`config.mk`:
```
export PLATFORM = sky130hd
export DESIGN_NAME = hazard_ctrl_unit
export DESIGN_NICKNAME = d
export VERILOG_FILES = /design/src/rtl/hazard_pkg.sv /design/src/rtl/fwd_match.sv /design/src/rtl/hazard_ctrl_unit.sv
export SDC_FILE = /design/constraint.sdc
export NUM_CORES = 1
export LEC_CHECK = 0
export ABC_CLOCK_PERIOD_IN_PS = 1700
export CAP_MARGIN = 20
export CORE_MARGIN = 2
export CORE_UTILIZATION = 32
export CTS_BUF_LIST = sky130_fd_sc_hd__clkbuf_2
export DETAILED_ROUTE_END_ITERATION = 10
export PLACE_DENSITY = 0.78
export SYNTH_ARGS = -nofsm -noshare
export SYNTH_HDL_FRONTEND = slang
export SYNTH_SLANG_ARGS = --single-unit
```
`constraint.sdc`:
```
create_clock -name clk -period 1.7 [get_ports clk]
set_clock_uncertainty 0.05 [all_clocks]
set_input_delay 0.255 -clock clk [delete_from_list [all_inputs] [get_ports clk]]
set_output_delay 0.255 -clock clk [all_outputs]
set_load 0.01 [all_outputs]
```
`src/rtl/hazard_pkg.sv`:
```
// Shared types and widths for the RV32I pipeline hazard controller.
package hazard_pkg;

    typedef enum logic [1:0] {
        FWD_NONE = 2'b00,
        FWD_W    = 2'b01,
        FWD_M    = 2'b10
    } fwd_sel_e;

    typedef enum logic [1:0] {
        RUN        = 2'd0,
        LOAD_STALL = 2'd1,
        MEM_WAIT   = 2'd2
    } hz_state_e;

    localparam int LU_CNT_W   = 2;
    localparam int PERF_CNT_W = 32;

    // Wait counter must be able to hold the timeout value itself.
    function automatic int wait_cnt_w(input int timeout);
        return (timeout < 2) ? 1 : $clog2(timeout + 1);
    endfunction

endpackage

```
`src/rtl/fwd_match.sv`:
```
// Forwarding select for a single EX-stage source operand (MEM result wins over WB).
module fwd_match
    import hazard_pkg::*;
#(
    parameter int REG_AW = 5
) (
    input  logic [REG_AW-1:0] rs_i,
    input  logic [REG_AW-1:0] rd_m_i,
    input  logic              reg_write_m_i,
    input  logic              mem_read_m_i,
    input  logic [REG_AW-1:0] rd_w_i,
    input  logic              reg_write_w_i,
    output logic [1:0]        sel_o
);

    fwd_sel_e sel;

    // A load in MEM has no ALU result yet, so it can only be forwarded from WB.
    always_comb begin
        sel = FWD_NONE;
        if (reg_write_m_i && !mem_read_m_i && (rd_m_i != '0) && (rd_m_i == rs_i)) begin
            sel = FWD_M;
        end else if (reg_write_w_i && (rd_w_i != '0) && (rd_w_i == rs_i)) begin
            sel = FWD_W;
        end
    end

    assign sel_o = sel;

endmodule

```
`src/rtl/hazard_ctrl_unit.sv`:
```
// Hazard controller: operand forwarding, load-use interlock, branch flush, data-memory wait.
// Optional performance counters are built when HAZARD_PERF_EN is defined.
module hazard_ctrl_unit
    import hazard_pkg::*;
#(
    parameter int NUM_SRC      = 2,
    parameter int REG_AW       = 5,
    parameter int LOAD_USE_LAT = 1,
    parameter int MEM_TIMEOUT  = 255
) (
    input  logic                       clk,
    input  logic                       rst_n,
    input  logic [NUM_SRC*REG_AW-1:0]  rsD,
    input  logic [NUM_SRC*REG_AW-1:0]  rsE,
    input  logic [REG_AW-1:0]          rdE,
    input  logic                       RegWriteE,
    input  logic                       MemReadE,
    input  logic [REG_AW-1:0]          rdM,
    input  logic                       RegWriteM,
    input  logic                       MemReadM,
    input  logic                       MemAccessM,
    input  logic                       mem_ready,
    input  logic [REG_AW-1:0]          rdW,
    input  logic                       RegWriteW,
    input  logic                       PCSrcE,
    output logic [NUM_SRC*2-1:0]       ForwardE,
    output logic                       StallF,
    output logic                       StallD,
    output logic                       StallE,
    output logic                       StallM,
    output logic                       FlushD,
    output logic                       FlushE,
    output logic                       FlushW,
    output logic                       mem_timeout,
    output logic [PERF_CNT_W-1:0]      perf_stall_cnt,
    output logic [PERF_CNT_W-1:0]      perf_flush_cnt,
    output logic [PERF_CNT_W-1:0]      perf_fwd_cnt
);

    localparam int                  WAIT_W   = wait_cnt_w(MEM_TIMEOUT);
    localparam logic [WAIT_W-1:0]   WAIT_MAX = '1;
    localparam logic [WAIT_W-1:0]   WAIT_TMO = WAIT_W'(MEM_TIMEOUT);
    localparam logic [LU_CNT_W-1:0] LU_LAST  = LU_CNT_W'(LOAD_USE_LAT - 1);

    logic [NUM_SRC*2-1:0] fwd_raw;
    logic                 rs_hit;
    logic                 load_use;

    hz_state_e            state_q, state_d;
    hz_state_e            resume_q, resume_d;
    hz_state_e            eff_state;
    logic [LU_CNT_W-1:0]  lu_cnt_q, lu_cnt_d;
    logic [WAIT_W-1:0]    wait_cnt_q, wait_cnt_d;
    logic                 timeout_q;
    logic                 timeout_hit;

    logic stall_f, stall_d, stall_e, stall_m;
    logic flush_d, flush_e, flush_w;

    for (genvar i = 0; i < NUM_SRC; i++) begin : g_fwd
        fwd_match #(
            .REG_AW (REG_AW)
        ) u_fwd_match (
            .rs_i          (rsE[i*REG_AW +: REG_AW]),
            .rd_m_i        (rdM),
            .reg_write_m_i (RegWriteM),
            .mem_read_m_i  (MemReadM),
            .rd_w_i        (rdW),
            .reg_write_w_i (RegWriteW),
            .sel_o         (fwd_raw[i*2 +: 2])
        );
    end

    always_comb begin
        rs_hit = 1'b0;
        for (int i = 0; i < NUM_SRC; i++) begin
            if (rsD[i*REG_AW +: REG_AW] == rdE) rs_hit = 1'b1;
        end
    end

    assign load_use = MemReadE && RegWriteE && (rdE != '0) && rs_hit;

    // The cycle mem_ready returns is handled by the state we were waiting on behalf of.
    assign eff_state = (state_q == MEM_WAIT && mem_ready) ? resume_q : state_q;

    always_comb begin
        state_d     = state_q;
        resume_d    = resume_q;
        lu_cnt_d    = lu_cnt_q;
        wait_cnt_d  = wait_cnt_q;
        timeout_hit = 1'b0;
        stall_f     = 1'b0;
        stall_d     = 1'b0;
        stall_e     = 1'b0;
        stall_m     = 1'b0;
        flush_d     = 1'b0;
        flush_e     = 1'b0;
        flush_w     = 1'b0;

        unique case (eff_state)
            MEM_WAIT: begin
                {stall_f, stall_d, stall_e, stall_m} = 4'b1111;
                flush_w = 1'b1;
                if (wait_cnt_q != WAIT_MAX) wait_cnt_d = wait_cnt_q + 1'b1;
                timeout_hit = (MEM_TIMEOUT != 0) && (wait_cnt_q == WAIT_TMO);
            end
            RUN, LOAD_STALL: begin
                state_d = eff_state;
                if (state_q == MEM_WAIT) wait_cnt_d = '0;
                if (MemAccessM && !mem_ready) begin
                    {stall_f, stall_d, stall_e, stall_m} = 4'b1111;
                    flush_w    = 1'b1;
                    state_d    = MEM_WAIT;
                    resume_d   = eff_state;
                    wait_cnt_d = WAIT_W'(1);
                end else if (PCSrcE) begin
                    // The ID instruction is squashed, so any pending load-use is moot.
                    flush_d = 1'b1;
                    flush_e = 1'b1;
                    state_d = RUN;
                end else if (eff_state == LOAD_STALL) begin
                    stall_f  = 1'b1;
                    stall_d  = 1'b1;
                    flush_e  = 1'b1;
                    lu_cnt_d = lu_cnt_q + 1'b1;
                    if (lu_cnt_q == LU_LAST) state_d = RUN;
                end else if (load_use) begin
                    stall_f  = 1'b1;
                    stall_d  = 1'b1;
                    flush_e  = 1'b1;
                    lu_cnt_d = LU_CNT_W'(1);
                    state_d  = (LOAD_USE_LAT > 1) ? LOAD_STALL : RUN;
                end
            end
            default: begin
                state_d = RUN;
            end
        endcase
    end

    always_ff @(posedge clk or negedge rst_n) begin
        if (!rst_n) begin
            state_q    <= RUN;
            resume_q   <= RUN;
            lu_cnt_q   <= '0;
            wait_cnt_q <= '0;
            timeout_q  <= 1'b0;
        end else begin
            state_q    <= state_d;
            resume_q   <= resume_d;
            lu_cnt_q   <= lu_cnt_d;
            wait_cnt_q <= wait_cnt_d;
            timeout_q  <= timeout_q | timeout_hit;
        end
    end

    // Reset forces every control output low immediately, independent of the clock.
    assign ForwardE    = rst_n ? fwd_raw : '0;
    assign StallF      = rst_n & stall_f;
    assign StallD      = rst_n & stall_d;
    assign StallE      = rst_n & stall_e;
    assign StallM      = rst_n & stall_m;
    assign FlushD      = rst_n & flush_d;
    assign FlushE      = rst_n & flush_e;
    assign FlushW      = rst_n & flush_w;
    assign mem_timeout = rst_n & (timeout_q | timeout_hit);

`ifdef HAZARD_PERF_EN
    logic [PERF_CNT_W-1:0] perf_stall_q, perf_stall_d;
    logic [PERF_CNT_W-1:0] perf_flush_q, perf_flush_d;
    logic [PERF_CNT_W-1:0] perf_fwd_q, perf_fwd_d;

    // Branch flushes are the only source of FlushD, so it doubles as the flush event.
    always_comb begin
        perf_stall_d = perf_stall_q + PERF_CNT_W'(stall_f);
        perf_flush_d = perf_flush_q + PERF_CNT_W'(flush_d);
        perf_fwd_d   = perf_fwd_q + PERF_CNT_W'((|fwd_raw) && !stall_e);
    end

    always_ff @(posedge clk or negedge rst_n) begin
        if (!rst_n) begin
            perf_stall_q <= '0;
            perf_flush_q <= '0;
            perf_fwd_q   <= '0;
        end else begin
            perf_stall_q <= perf_stall_d;
            perf_flush_q <= perf_flush_d;
            perf_fwd_q   <= perf_fwd_d;
        end
    end

    assign perf_stall_cnt = perf_stall_q;
    assign perf_flush_cnt = perf_flush_q;
    assign perf_fwd_cnt   = perf_fwd_q;
`else
    assign perf_stall_cnt = '0;
    assign perf_flush_cnt = '0;
    assign perf_fwd_cnt   = '0;
`endif

endmodule

```
======== Word level (Yosys, flattened, before mapping) ========
Index checks and enable logic that the tools add are counted.
storage, ports and cells
  bits in registers ....................... 15
  input port bits ......................... 45
  output and inout port bits .............. 108
  logic and storage cells ................. 87
operators by class
  $add $sub $neg .......................... 2
  eq/ne operators ......................... 13
  muxes and demuxes ....................... 34
  bitwise logic cells ..................... 8
  reductions and logical operators ........ 25
operator list
  operator               count
  $eq A5 B5 Y1           6
  $mux W8                3
  $mux W2                10
  $mux W1                16
  $pmux W8 S2            1
  $reduce_bool A5 Y1     3
  $logic_and A1 B1 Y1    12
  $add A8 B1 Y8 const B  1
  $eq A8 B8 Y1 const B   1
  $ne A8 B8 Y1 const B   1
  $and A1 B1 Y1          5
  $eq A2 B2 Y1 const B   2
  $logic_not A2 Y1       2
  $mux W4                1
  $pmux W1 S2            2
  $pmux W2 S2            1
  $reduce_and A4 Y1      1
  $reduce_bool A2 Y1     2
  $ne A3 B3 Y1 const B   1
  $reduce_and A3 Y1      1
  $add A2 B1 Y2 const B  1
  $eq A2 B1 Y1 const B   1
  $logic_not A1 Y1       2
  $ne A2 B2 Y1 const B   1
  other kinds (4)        5

======== Depth between registers and ports, before layout ========
Gate-level depths: netlist of the first run.
  depth in word-level cells ............... 10
  gate-level depth with buffers ........... 7
  gate-level depth less buffers ........... 6

======== Cells and area by module ========
Synthesis of the first run repeated with hierarchy kept, for this count alone.
unflattened totals
  cell total of the unflattened synthesis .. 255
  area, all modules ....................... 2074.5 um^2
by module, submodules not included
  module            times used  cells each  area an instance (um^2)  seq. area each (um^2)
  hazard_ctrl_unit  1           213         1751.7                   375.4
  fwd_match         2           21          161.4                    0.0

======== Least setup slack after synthesis of the first run ========
Ideal clock, no wire load.
  kind .................................... input to output
  start ................................... in rdE[0]
  end ..................................... out StallF
  arrival time ............................ 1.594 ns
  required time ........................... 1.395 ns
  slack ................................... -0.199 ns
  stages on the path ...................... 5
  path buffers ............................ 1
  cells stage by stage .................... or4_1 > o211ai_1 > nor4bb_1 > a311o_1 > buf_4
between the ends
  word-level cells in the longest chain between the ends .. 10
  elaborated cells between the ends (all ways) .. 13
  those cells by class .................... eq/ne: 2; mux: 7; bitwise: 1; reduce/logical: 3
ends and longest elaborated chain
  element                 RTL line                source
  start, declared         hazard_ctrl_unit.sv:15  input logic [REG_AW-1:0] rdE,
  $eq A5 B5 Y1            hazard_ctrl_unit.sv:77  if (rsD[i*REG_AW +: REG_AW] == rdE) rs_hit = 1'b1;
  $mux W1 (2 in a row)    hazard_ctrl_unit.sv:77
  $logic_and A1 B1 Y1 *   hazard_ctrl_unit.sv:81  assign load_use = MemReadE && RegWriteE && (rdE != '0) && rs_hit;
  $mux W1 * (4 in a row)  n/a
  $pmux W1 S2 *           n/a
  $and A1 B1 Y1 *         n/a
  end, declared           hazard_ctrl_unit.sv:27  output logic StallF,
Every way passes the cells marked *; elsewhere a longest branch is shown, timed or not.

======== Worst setup path in the final report of the first run ========
  start ................................... reg resume_q[1]
  end ..................................... out StallF
between the ends
  word-level cells in the longest chain between the ends .. 7
  elaborated cells between the ends (all ways) .. 10
  those cells by class .................... eq/ne: 2; mux: 5; bitwise: 1; reduce/logical: 2
ends and longest elaborated chain
  element                 RTL line                                          source
  start, declared         hazard_ctrl_unit.sv:50                            hz_state_e resume_q, resume_d;
  start signal, assigned  hazard_ctrl_unit.sv:150                           resume_q <= resume_d;
  $mux W2 *               hazard_ctrl_unit.sv:84                            assign eff_state = (state_q == MEM_WAIT && mem_ready) ? resume_q : state_q;
  $eq A2 B1 Y1            hazard_ctrl_unit.sv:100, hazard_ctrl_unit.sv:121
  $mux W1                 hazard_ctrl_unit.sv:121                           end else if (eff_state == LOAD_STALL) begin
  $mux W1                 hazard_ctrl_unit.sv:116                           end else if (PCSrcE) begin
  $mux W1                 hazard_ctrl_unit.sv:110                           if (MemAccessM && !mem_ready) begin
  $pmux W1 S2 *           hazard_ctrl_unit.sv:100                           unique case (eff_state)
  $and A1 B1 Y1 *         hazard_ctrl_unit.sv:159                           assign StallF = rst_n & stall_f;
Marked as above.

==> results_tabular.tex, run 1 <==
\begin{tabular}{lr}
\hline
Metric & Value \\
\hline
\multicolumn{2}{l}{\textbf{Clocking}} \\
Clk slew on worst S/H paths & between 150 and 200 ps \\
Clock tree from TritonCTS & built \\
Clock latency reported for the late side of the worst-skew pair & $\sim$310 ps \\
Root Buffer Master & sky130\_fd\_sc\_hd\_\_clkbuf\_2 \\
Cts bufs inserted & 3 \\
CTS H-tree depth & 1 \\
Maximum root-to-sink buffer count & 2 \\
Sinks on Clock Net & 15 \\
\multicolumn{2}{l}{\textbf{Setup path}} \\
Worst path required time & $\sim$1400 ps \\
Number of buffers and inverters on the critical path & 3 \\
Crit-path leading delay family & simple AND/OR/NAND/NOR gates \\
Cells along the critical path & buf\_6 -> buf\_6 -> a31oi\_4 -> nor2b\_1 -> nor2\_1 -> nor4bb\_4 -> a311o\_1 -> buf\_2 \\
Crit path max-delay cell type & sky130\_fd\_sc\_hd\_\_dfrtp\_1 \\
Critical path peak fanout & 2 \\
Cell mode on critical path & sky130\_fd\_sc\_hd\_\_buf\_6 \\
Sort of element at the start of the critical path & register \\
Type of element capturing the critical path & primary output \\
Arrival time at the worst endpoint & approximately 1900 ps \\
Critical path's largest stage delay & around 430 ps \\
Critical path start-end classification & register to primary output \\
\multicolumn{2}{l}{\textbf{Route}} \\
Via/cell ratio & $\sim$4.3 \\
Wire length reported by the detailed router & 5700 um \\
Detailed-route wire length per cell & 12.7 um \\
Count of vias placed by the detailed router & 1,927 \\
DR iter-0 viols & 70 \\
Total DRC errors in the routed layout & 0 \\
1st-pass router iterations & 4 \\
Residual antenna-violating net count after detailed routing & 0 \\
\multicolumn{2}{l}{\textbf{STA}} \\
Final setup violation count & 23 \\
Final Hold Vio Count & 0 \\
Setup slack of the critical path after layout & -503 ps \\
Maximum frequency from static timing analysis & between 0.4 and 0.5 GHz \\
Crit path time final & 2200 ps \\
Setup repair after global routing missed its margin & true \\
Final count of pins violating max slew & 0 \\
Final clock period utilization by the worst path & 1.30 \\
\multicolumn{2}{l}{\textbf{Place}} \\
Total of buffers placed on input and output ports & between 50 and 60 \\
Detailed placement HPWL & between 3000 and 4000 um \\
Final weighted congestion in routability-driven placement & $\sim$0.83 \\
Number of placed instances, taps included & around 430 \\
\multicolumn{2}{l}{\textbf{Final layout}} \\
Antenna Cells & 0 \\
Filler cells & $\sim$550 \\
Final net count & approximately 420 \\
Number of non-filler instances in the completed layout & 448 \\
Final design utilization & 0.514 \\
Proportion of layout cells with a drive suffix above 1 & 0.407 \\
Synthesis-to-finish area growth & 57.9\% \\
\multicolumn{2}{l}{\textbf{Hold path}} \\
Path type of the worst min-delay path & register to register \\
\multicolumn{2}{l}{\textbf{Outcome}} \\
Result of the run & finished, violations left \\
Failing checks & setup timing \\
\multicolumn{2}{l}{\textbf{Power}} \\
Pwr dens & roughly 370 nW/um\^{}2 \\
Worst IR drop on VDD & roughly 0.00019 V \\
Post-layout power & around 1.2 mW \\
Leak pwr & roughly 1.6 nW \\
\multicolumn{2}{l}{\textbf{Floorplan}} \\
Floorplan Core Area & about 6300 um\^{}2 \\
Rows & 29 \\
Overall die area & between 7000 and 8000 um\^{}2 \\
\# IOs & approximately 150 \\
Die span in y & between 80 and 90 um \\
Initial core utilization & 0.325 \\
Chip width & roughly 84 um \\
\multicolumn{2}{l}{\textbf{Synthesis}} \\
Post-Synthesis Cells & around 250 \\
Count of state elements after synthesis & 15 \\
Top cell type by total area after synthesis & sky130\_fd\_sc\_hd\_\_buf\_4 \\
Sequential-to-total area share from yosys stat & 0.184 \\
Top cell types by occurrence after synthesis & sky130\_fd\_sc\_hd\_\_buf\_4 (99), sky130\_fd\_sc\_hd\_\_xor2\_1 (24), sky130\_fd\_sc\_hd\_\_dfrtp\_1 (15) \\
Count of flip-flops with a built-in enable after synthesis & 0 \\
Most common cell in the netlist & sky130\_fd\_sc\_hd\_\_buf\_4 \\
Fraction of post-synthesis cell area in the top cell type by area & 0.364 \\
Synth area leaders & sky130\_fd\_sc\_hd\_\_buf\_4 (36\%), sky130\_fd\_sc\_hd\_\_dfrtp\_1 (18\%), sky130\_fd\_sc\_hd\_\_xor2\_1 (10\%) \\
Cell variety after synth & 46 \\
Share of flip-flops with an asynchronous set or reset after synthesis & 1.00 \\
Top\_reg\_cell synth & sky130\_fd\_sc\_hd\_\_dfrtp\_1 \\
Number of warning messages in the yosys log & 0 \\
Cell area after technology mapping & a little over 2000 um\^{}2 \\
Avg Synthesized Cell Area & 8.27 um\^{}2 \\
\multicolumn{2}{l}{\textbf{Run}} \\
Number of max-capacitance violations reported & 0 \\
\multicolumn{2}{l}{\textbf{Global route}} \\
Maximum number of pins on one net before global-route repair & 24 \\
GRT Util Overall & 0.141 \\
Number of antenna violations at the first check in global routing & 0 \\
Global-route wire length before repair & slightly above 8000 um \\
Total congestion overflow & 0 \\
Vias in the first global route & about 1,800 \\
\hline
\end{tabular}
## logic make-up after synthesis
| group | count (synthesis) | share of synthesized area |
|---|---|---|
| other | 1 | 0.00184 |
| xor gates and xnor gates | 30 | 0.129 |
| and+or+nand+nor | 60 | 0.170 |
| muxes | 2 | 0.0104 |
| DFF | 15 | 0.184 |
| adders and majority gates | 2 | 0.0122 |
| buffers and inverters | 105 | 0.380 |
| AOI/OAI and AO/OA | 32 | 0.114 |
## where the power goes
| part | internal, mW | switching, mW | leakage (nW) |
|---|---|---|---|
| sequential | 0.368 | 0.00637 | 0.195 |
| combinational | 0.297 | 0.348 | 1.41 |
| clock | 0.0532 | 0.129 | 0.0164 |
## worst register-to-register path, cell delays in order, from the launching register on
cell                      delay, ps
sky130_fd_sc_hd__dfrtp_1        430
sky130_fd_sc_hd__buf_6          120
sky130_fd_sc_hd__buf_6          110
sky130_fd_sc_hd__a31oi_4        140
sky130_fd_sc_hd__buf_4          130
sky130_fd_sc_hd__buf_4           90
sky130_fd_sc_hd__buf_4           90
sky130_fd_sc_hd__a21oi_2         50
sky130_fd_sc_hd__or3_4          400
sky130_fd_sc_hd__buf_4          160
sky130_fd_sc_hd__o31ai_2        170
## path summary, 6_finish.rpt
kind | end | slack [ps] | startpoint | depth (start not counted)
max | StallF | -500 | resume_q[1]$_DFFE_PN0P_ | 8
min | timeout_q$_DFF_PN0_ | 440 | timeout_q$_DFF_PN0_ | 1
max reg2reg | wait_cnt_q[6]$_DFFE_PN0P_ | -340 | resume_q[1]$_DFFE_PN0P_ | 10
min reg2reg | timeout_q$_DFF_PN0_ | 440 | timeout_q$_DFF_PN0_ | 1
max in group asynchronous | state_q[0]$_DFFE_PN0P_ | 580 | rst_n | 3
min in group asynchronous | wait_cnt_q[6]$_DFFE_PN0P_ | 650 | rst_n | 3
## stage by stage
step                area (um^2)  setup WS [ps]  hold WS [ps]  setup TNS (ps)
detailed placement         2700          -1070           391          -14590
global placement           2700           -981           383          -14260
finish                     3230           -503           443           -6270
CTS                        2980           -497          38.0           -5410
global route               3230           -638           459           -7780
floorplan                  2410           -167         -90.6            -172
## flip-flops by register name, indices dropped and copies added, names as in the netlist
register    cells
lu_cnt_q        2
resume_q        2
state_q         2
timeout_q       1
wait_cnt_q      8
## per-layer routing
layer	track usage	wire, um	up-vias
li1	-	-	892
met1	0.149	2030	927
met2	0.280	3240	98
met3	0.0129	300	10
met4	0.0557	127	0
met5	0	0	-
## area by class of cell
cell class / count / area (um^2) / area share
clock buffer: 3 / 15.0 / 0.00465
clock inverter: 1 / 5.00 / 0.00155
inverter: 3 / 11.3 / 0.00349
multi-input combinational: 222 / 1630 / 0.506
sequential: 15 / 377 / 0.117
tap: 77 / 96.3 / 0.0299
timing repair buffer: 127 / 1090 / 0.337
## layout by cell type, fill, tap and decap left out, types with 7 or more instances in the layout
cell / n
sky130_fd_sc_hd__buf_2: 9
sky130_fd_sc_hd__buf_4: 54
sky130_fd_sc_hd__buf_6: 23
sky130_fd_sc_hd__clkbuf_2: 10
sky130_fd_sc_hd__clkdlybuf4s15_1: 7
sky130_fd_sc_hd__clkdlybuf4s50_1: 14
sky130_fd_sc_hd__conb_1: 96
sky130_fd_sc_hd__dfrtp_1: 14
sky130_fd_sc_hd__nor2_1: 9
sky130_fd_sc_hd__xor2_1: 22
## repair_timing
action,CTS,global route
hold buffers,0,2
gates resized for setup,147,62
hold endpoints to repair,0,9
setup endpoints to repair,23,23
setup buffers,11,8
pin swaps,24,33
No activity file was read; power rests on OpenSTA's default activity.
==> inputs of run 2 (changes only) <==
--- a/config.mk
+++ b/config.mk
@@ -9,9 +9,10 @@
 export CAP_MARGIN = 20
 export CORE_MARGIN = 2
 export CORE_UTILIZATION = 32
-export CTS_BUF_LIST = sky130_fd_sc_hd__clkbuf_2
+export CTS_BUF_LIST = sky130_fd_sc_hd__clkbuf_8
 export DETAILED_ROUTE_END_ITERATION = 10
 export PLACE_DENSITY = 0.78
+export SLEW_MARGIN = 20
 export SYNTH_ARGS = -nofsm -noshare
 export SYNTH_HDL_FRONTEND = slang
 export SYNTH_SLANG_ARGS = --single-unit
==> results_tabular.tex, run 2 (synthesis gave the netlist of run 1 again) <==
\begin{tabular}{lr}
\hline
Metric & Value \\
\hline
\multicolumn{2}{l}{\textbf{Clocking}} \\
Cts bufs inserted & 3 \\
Clk slew on worst S/H paths & about 70 ps \\
Clock tree from TritonCTS & built \\
CTS H-tree depth & 1 \\
Clock latency reported for the late side of the worst-skew pair & $\sim$250 ps \\
Maximum root-to-sink buffer count & 2 \\
CTS Hold Buffers Added & 0 \\
Root Buffer Master & sky130\_fd\_sc\_hd\_\_clkbuf\_8 \\
Sinks on Clock Net & 15 \\
\multicolumn{2}{l}{\textbf{Place}} \\
Total of buffers placed on input and output ports & 56 \\
Final weighted congestion in routability-driven placement & 0.827 \\
Detailed placement HPWL & between 3000 and 4000 um \\
\multicolumn{2}{l}{\textbf{Final layout}} \\
Synthesis-to-finish area growth & 58.2\% \\
Combined area of the multi-input logic cells & about 1600 um\^{}2 \\
Reg area & $\sim$380 um\^{}2 \\
Proportion of layout cells with a drive suffix above 1 & 0.427 \\
Antenna Cells & 0 \\
Final net count & 416 \\
Number of flip-flops in the largest register & 8 \\
Commonest cells after routing, fill and taps aside & sky130\_fd\_sc\_hd\_\_conb\_1 (96), sky130\_fd\_sc\_hd\_\_buf\_4 (53), sky130\_fd\_sc\_hd\_\_buf\_6 (25), sky130\_fd\_sc\_hd\_\_xor2\_1 (23), sky130\_fd\_sc\_hd\_\_dlygate4sd2\_1 (19) \\
Most frequent standard cell in the layout excluding fill and tap cells & sky130\_fd\_sc\_hd\_\_conb\_1 \\
Most flops, register & wait\_cnt\_q \\
Filler cells & between 500 and 600 \\
\multicolumn{2}{l}{\textbf{Route}} \\
DR iter-0 viols & 48 \\
Detailed-route wire length per cell & between 10 and 15 um \\
Detailed-routing wirelength on met1 & slightly above 2000 um \\
DR top layer & met4 \\
Via/cell ratio & roughly 4.3 \\
Count of vias placed by the detailed router & about 1,900 \\
Length of routed met3 wiring & between 200 and 300 um \\
Total DRC errors in the routed layout & 0 \\
1st-pass router iterations & 4 \\
Wire length reported by the detailed router & 5470 um \\
Residual antenna-violating net count after detailed routing & 0 \\
Length of routed met2 wiring & between 3000 and 4000 um \\
\multicolumn{2}{l}{\textbf{STA}} \\
Crit path time final & around 2100 ps \\
WHS & approximately 100 ps \\
Final setup violation count & 23 \\
Final Hold Vio Count & 0 \\
Maximum frequency from static timing analysis & about 0.48 GHz \\
Final count of pins violating max slew & 0 \\
Setup repair after global routing missed its margin & true \\
Setup slack of the critical path after layout & -375 ps \\
Final clock period utilization by the worst path & 1.22 \\
\multicolumn{2}{l}{\textbf{Global route}} \\
Number of antenna violations at the first check in global routing & 0 \\
Total congestion overflow & 0 \\
Maximum number of pins on one net before global-route repair & 24 \\
Vias in the first global route & roughly 1,800 \\
GRT Util Overall & 0.142 \\
Global-route wire length before repair & 8290 um \\
\multicolumn{2}{l}{\textbf{Floorplan}} \\
Chip width & about 84 um \\
Die span in y & 83.9 um \\
Overall die area & 7040 um\^{}2 \\
Initial core utilization & 0.325 \\
Rows & 29 \\
Floorplan Core Area & around 6300 um\^{}2 \\
\# IOs & between 150 and 200 \\
\multicolumn{2}{l}{\textbf{Outcome}} \\
Result of the run & finished, violations left \\
Failing checks & setup timing \\
\multicolumn{2}{l}{\textbf{Setup path}} \\
Register-to-register setup slack & -200 ps \\
Arrival time at the worst endpoint & 1770 ps \\
Type of element capturing the critical path & primary output \\
Critical path peak fanout & 2 \\
Worst path required time & 1390 ps \\
Sort of element at the start of the critical path & input pin \\
Critical path start-end classification & input pin to primary output \\
\multicolumn{2}{l}{\textbf{Power}} \\
Worst IR drop on VDD & between 0.0002 and 0.00025 V \\
Sw Ratio & 0.370 \\
Post-layout power & approximately 1.3 mW \\
Pwr dens & 406 nW/um\^{}2 \\
Reg power frac & 0.287 \\
Cell internal power dissipation & about 0.83 mW \\
Leak pwr & $\sim$1.7 nW \\
Switching power & 0.486 mW \\
Clock power frac & 0.226 \\
Part of the power in combinational logic & 0.487 \\
\multicolumn{2}{l}{\textbf{Run}} \\
Number of max-capacitance violations reported & 0 \\
\multicolumn{2}{l}{\textbf{Hold path}} \\
Path type of the worst min-delay path & input pin to asynchronous set/reset pin \\
\hline
\end{tabular}
-- run 2: cell types whose count changed in the layout (fill, tap and decap cells not counted), sizes merged --
cell	delta
dlygate4sd2	+13
clkdlybuf4s50	-10
clkbuf	-4
clkdlybuf4s15	-3
buf	+2
dlygate4sd3	-2
dlymetal6s2s	+1
-- run 2: through the flow --
stage               instance area [um^2]  TNS (ps)  utilization  setup slack, ps  std cells
finish                              3230     -3820        0.515             -375        445
global route                        3230     -5170        0.515             -458        445
CTS                                 3060     -2780        0.487             -381        440
detailed placement                  2700    -14590        0.430            -1070        425
global placement                    2700    -14260        0.430             -981        425
floorplan                           2410      -172            -             -167        342
-- run 2: path summary, 6_finish.rpt --
| kind | startpoint | to | cells past startpoint |
|---|---|---|---|
| min | rst_n | wait_cnt_q[1]$_DFFE_PN0P_ | 2 |
| max reg2reg | state_q[0]$_DFFE_PN0P_ | wait_cnt_q[5]$_DFFE_PN0P_ | 9 |
| min in group clk | timeout_q$_DFF_PN0_ | timeout_q$_DFF_PN0_ | 1 |
| max | rdE[3] | StallF | 7 |
| max in group asynchronous | rst_n | state_q[0]$_DFFE_PN0P_ | 2 |
| min reg2reg | timeout_q$_DFF_PN0_ | timeout_q$_DFF_PN0_ | 1 |
-- run 2: cell type report --
| cell class | instances | share of cell area |
|---|---|---|
| Tap cell | 77 | 0.0298 |
| Sequential cell | 15 | 0.116 |
| Clock inverter | 1 | 0.00155 |
| Timing Repair Buffer | 124 | 0.333 |
| Inverter | 3 | 0.00348 |
| Clock buffer | 3 | 0.0128 |
| Multi-Input combinational cell | 222 | 0.503 |
-- run 2: layer usage --
| metal | up-vias | GRT usage |
|---|---|---|
| met1 | 915 | 0.154 |
| met3 | 11 | 0.0158 |
| met2 | 98 | 0.279 |
| met4 | 0 | 0.0513 |
| met5 | - | 0 |
| li1 | 886 | - |
-- run 2: what timing repair did --
action	4_1_cts	5_1_grt
setup endpoints to repair	23	23
resized for setup	185	46
buffers inserted	11	6
hold endpoints to repair	0	0
pin swaps	45	25
-- run 2: power groups by stage --
stage / Clock, mW / Sequential, mW / Combinational (mW)
floorplan: 0 / 0.383 / 0.410
detailed placement: 0 / 0.381 / 0.516
CTS: 0.299 / 0.376 / 0.590
global placement: 0 / 0.380 / 0.507
finish: 0.297 / 0.376 / 0.639
global route: 0.320 / 0.377 / 0.686
-- run 2: worst max-delay path, cell delays in order --
cell and delay, ps:
sky130_fd_sc_hd__buf_6 90, sky130_fd_sc_hd__or4_4 510, sky130_fd_sc_hd__o211ai_1 230, sky130_fd_sc_hd__buf_4 170
sky130_fd_sc_hd__nor4bb_4 40, sky130_fd_sc_hd__a311o_1 310, sky130_fd_sc_hd__buf_4 160
==> inputs of run 3 (changes only) <==
--- a/config.mk
+++ b/config.mk
@@ -12,7 +12,6 @@
 export CTS_BUF_LIST = sky130_fd_sc_hd__clkbuf_8
 export DETAILED_ROUTE_END_ITERATION = 10
 export PLACE_DENSITY = 0.78
-export SLEW_MARGIN = 20
 export SYNTH_ARGS = -nofsm -noshare
 export SYNTH_HDL_FRONTEND = slang
 export SYNTH_SLANG_ARGS = --single-unit
==> results of run 3 <==
Final layout, timing and power as in run 2 (identical DEF).
==> RTL edit, RTL diff (settings of run 3) <==
Add a define of `HAZARD_PERF_EN`.
--- a/src/rtl/hazard_ctrl_unit.sv
+++ b/src/rtl/hazard_ctrl_unit.sv
@@ -1,4 +1,6 @@
 // Hazard controller: operand forwarding, load-use interlock, branch flush, data-memory wait.
 // Optional performance counters are built when HAZARD_PERF_EN is defined.
+`define HAZARD_PERF_EN
+
 module hazard_ctrl_unit
     import hazard_pkg::*;
Behaviour: not the same (Yosys sat finds a counterexample within 4 cycles, from zero or initial values and one cycle with rst_n low).
==> RTL edit against run 3 <==
- via count grew to 2.7 times the old value
- count of clock-buffer cells in the layout up 6
- global-route usage is 3.9 points higher
- cell area rose to 3.1 times the old value
- critical endpoint is now perf_stall_cnt[20]
- sequential share of layout area rose by 17 points
- total power increased to 4.7 times the old value
- area after synthesis grew to 2.6 times the old value
- routed wire length rose to 3.1 times the old value
- largest cell class unchanged
- sequential cell count up 96
- the run ends with negative hold slack, negative setup slack left
- worst setup slack got worse by 0.45 ns
- core utilization up 8.5 points
==> RTL edit: results <==
{
  "grt_max_degree": 46,
  "clkSlewWorstSetupHoldPaths_ns": 0.11,
  "layout_setup_ws_ns": -0.824,
  "powerComb_w": 0.00171,
  "max-vdd-ir-drop_mv": 0.353,
  "fin_hold_ws_ns": -0.00869,
  "netlist_top_cells_area": "dfrtp_1 51%, xnor2_1 13%, xor2_1 6.6%",
  "io_buffers": 152,
  "synth.avg_cell_area_sq_um": 10.7,
  "yosys-top-cells-count": "111 x dfrtp_1, 83 x xnor2_1, 48 x nand2_1, 41 x xor2_1, 36 x nand3_1",
  "grt_pass1_vias": 5268,
  "p_leak_nw": 4.94,
  "crit_slowest_cell": "dfrtp_1",
  "seq_area_frac_synth_pct": 51.4,
  "clk_latency_ns": 0.39,
  "layout.nets": 911,
  "synth.distinct_cells": 44,
  "finalHoldViolCount": 9,
  "vias": 5106,
  "cts_made_buffers": 9,
  "failed_checks": "negative hold slack, negative setup slack",
  "hpwl_mm": 11.0,
  "clkPwrFrac_pct": 23.8,
  "synthMuxAreaShare_pct": 0.601,
  "drive_gt1_share_pct": 47.7,
  "vias_per_cell": 4.72,
  "reg2regPathDepth": 12,
  "setup_viol": 114,
  "place.gp.congestion": 0.829,
  "critPathLaunchType": "flip-flop",
  "pre_cts_ws_ns": -1.47,
  "critPathMaxStageDelay_ns": 0.42,
  "synth_compound_area_share_pct": 3.86,
  "internal-power_w": 0.00426,
  "status": "finished, violations left",
  "grt_pass1_wl_mm": 25.9,
  "tns_ns": -58.10,
  "cts_max_level": 3,
  "cp_data_arrival_time_ns": 2.76
}
[RTL edit: changes by cell type in the layout (fill, tap and decap cells not counted), moves of 15 or more]
cell / change
nand4_1: +16
clkdlybuf4s50_1: +51
conb_1: -96
xnor2_1: +62
xnor2_2: +15
nand3_2: +19
xor2_1: +18
buf_4: +107
buf_6: +19
dlygate4sd2_1: +37
nand2_2: +22
dfrtp_1: +84
[RTL edit: repair_timing]
| action | in CTS | in global routing |
|---|---|---|
| hold endpoints to repair | 39 | 0 |
| endpoints found under the setup margin | 178 | 136 |
| hold buffers | 1 | 0 |
| setup buffers | 53 | 49 |
| gates resized for setup | 303 | 88 |
| pin swaps | 130 | 60 |
[RTL edit: worst max-delay path by stage]
stage,end,slack [ns]
5_1_grt,perf_stall_cnt[18],-0.91
4_1_cts,perf_stall_cnt[16],-0.77
6_report,perf_stall_cnt[20],-0.82
3_3_place_gp,perf_fwd_cnt[31],-1.37
2_1_floorplan,perf_fwd_cnt[18],-0.77
3_5_place_dp,perf_fwd_cnt[31],-1.47
[RTL edit: per-stage QoR]
stage                     area (sq um)  power [W]
after CTS                         9300    0.00614
after global placement            8270    0.00444
after floorplan                   5710    0.00352
after global routing              9920    0.00654
final                             9920    0.00619
after detailed placement          8270    0.00447
[RTL edit: cell type report]
class / instances / area (sq um)
multi-input cells: 375 / 3600
well taps: 220 / 275
clock buffers: 9 / 124
flip-flops and latches: 111 / 2790
fillers: 1327 / 6610
clock inverters: 6 / 43.8
repair buffers: 349 / 3040
inverters: 12 / 47.5
[RTL edit: layer usage]
layer	vias to the layer above	part of all wire, %	track usage (%)
li1	2443	-	-
met1	2484	39	21.2
met2	142	53	32.0
met3	37	5.2	4.20
met4	0	3.0	7.49
met5	-	0	0
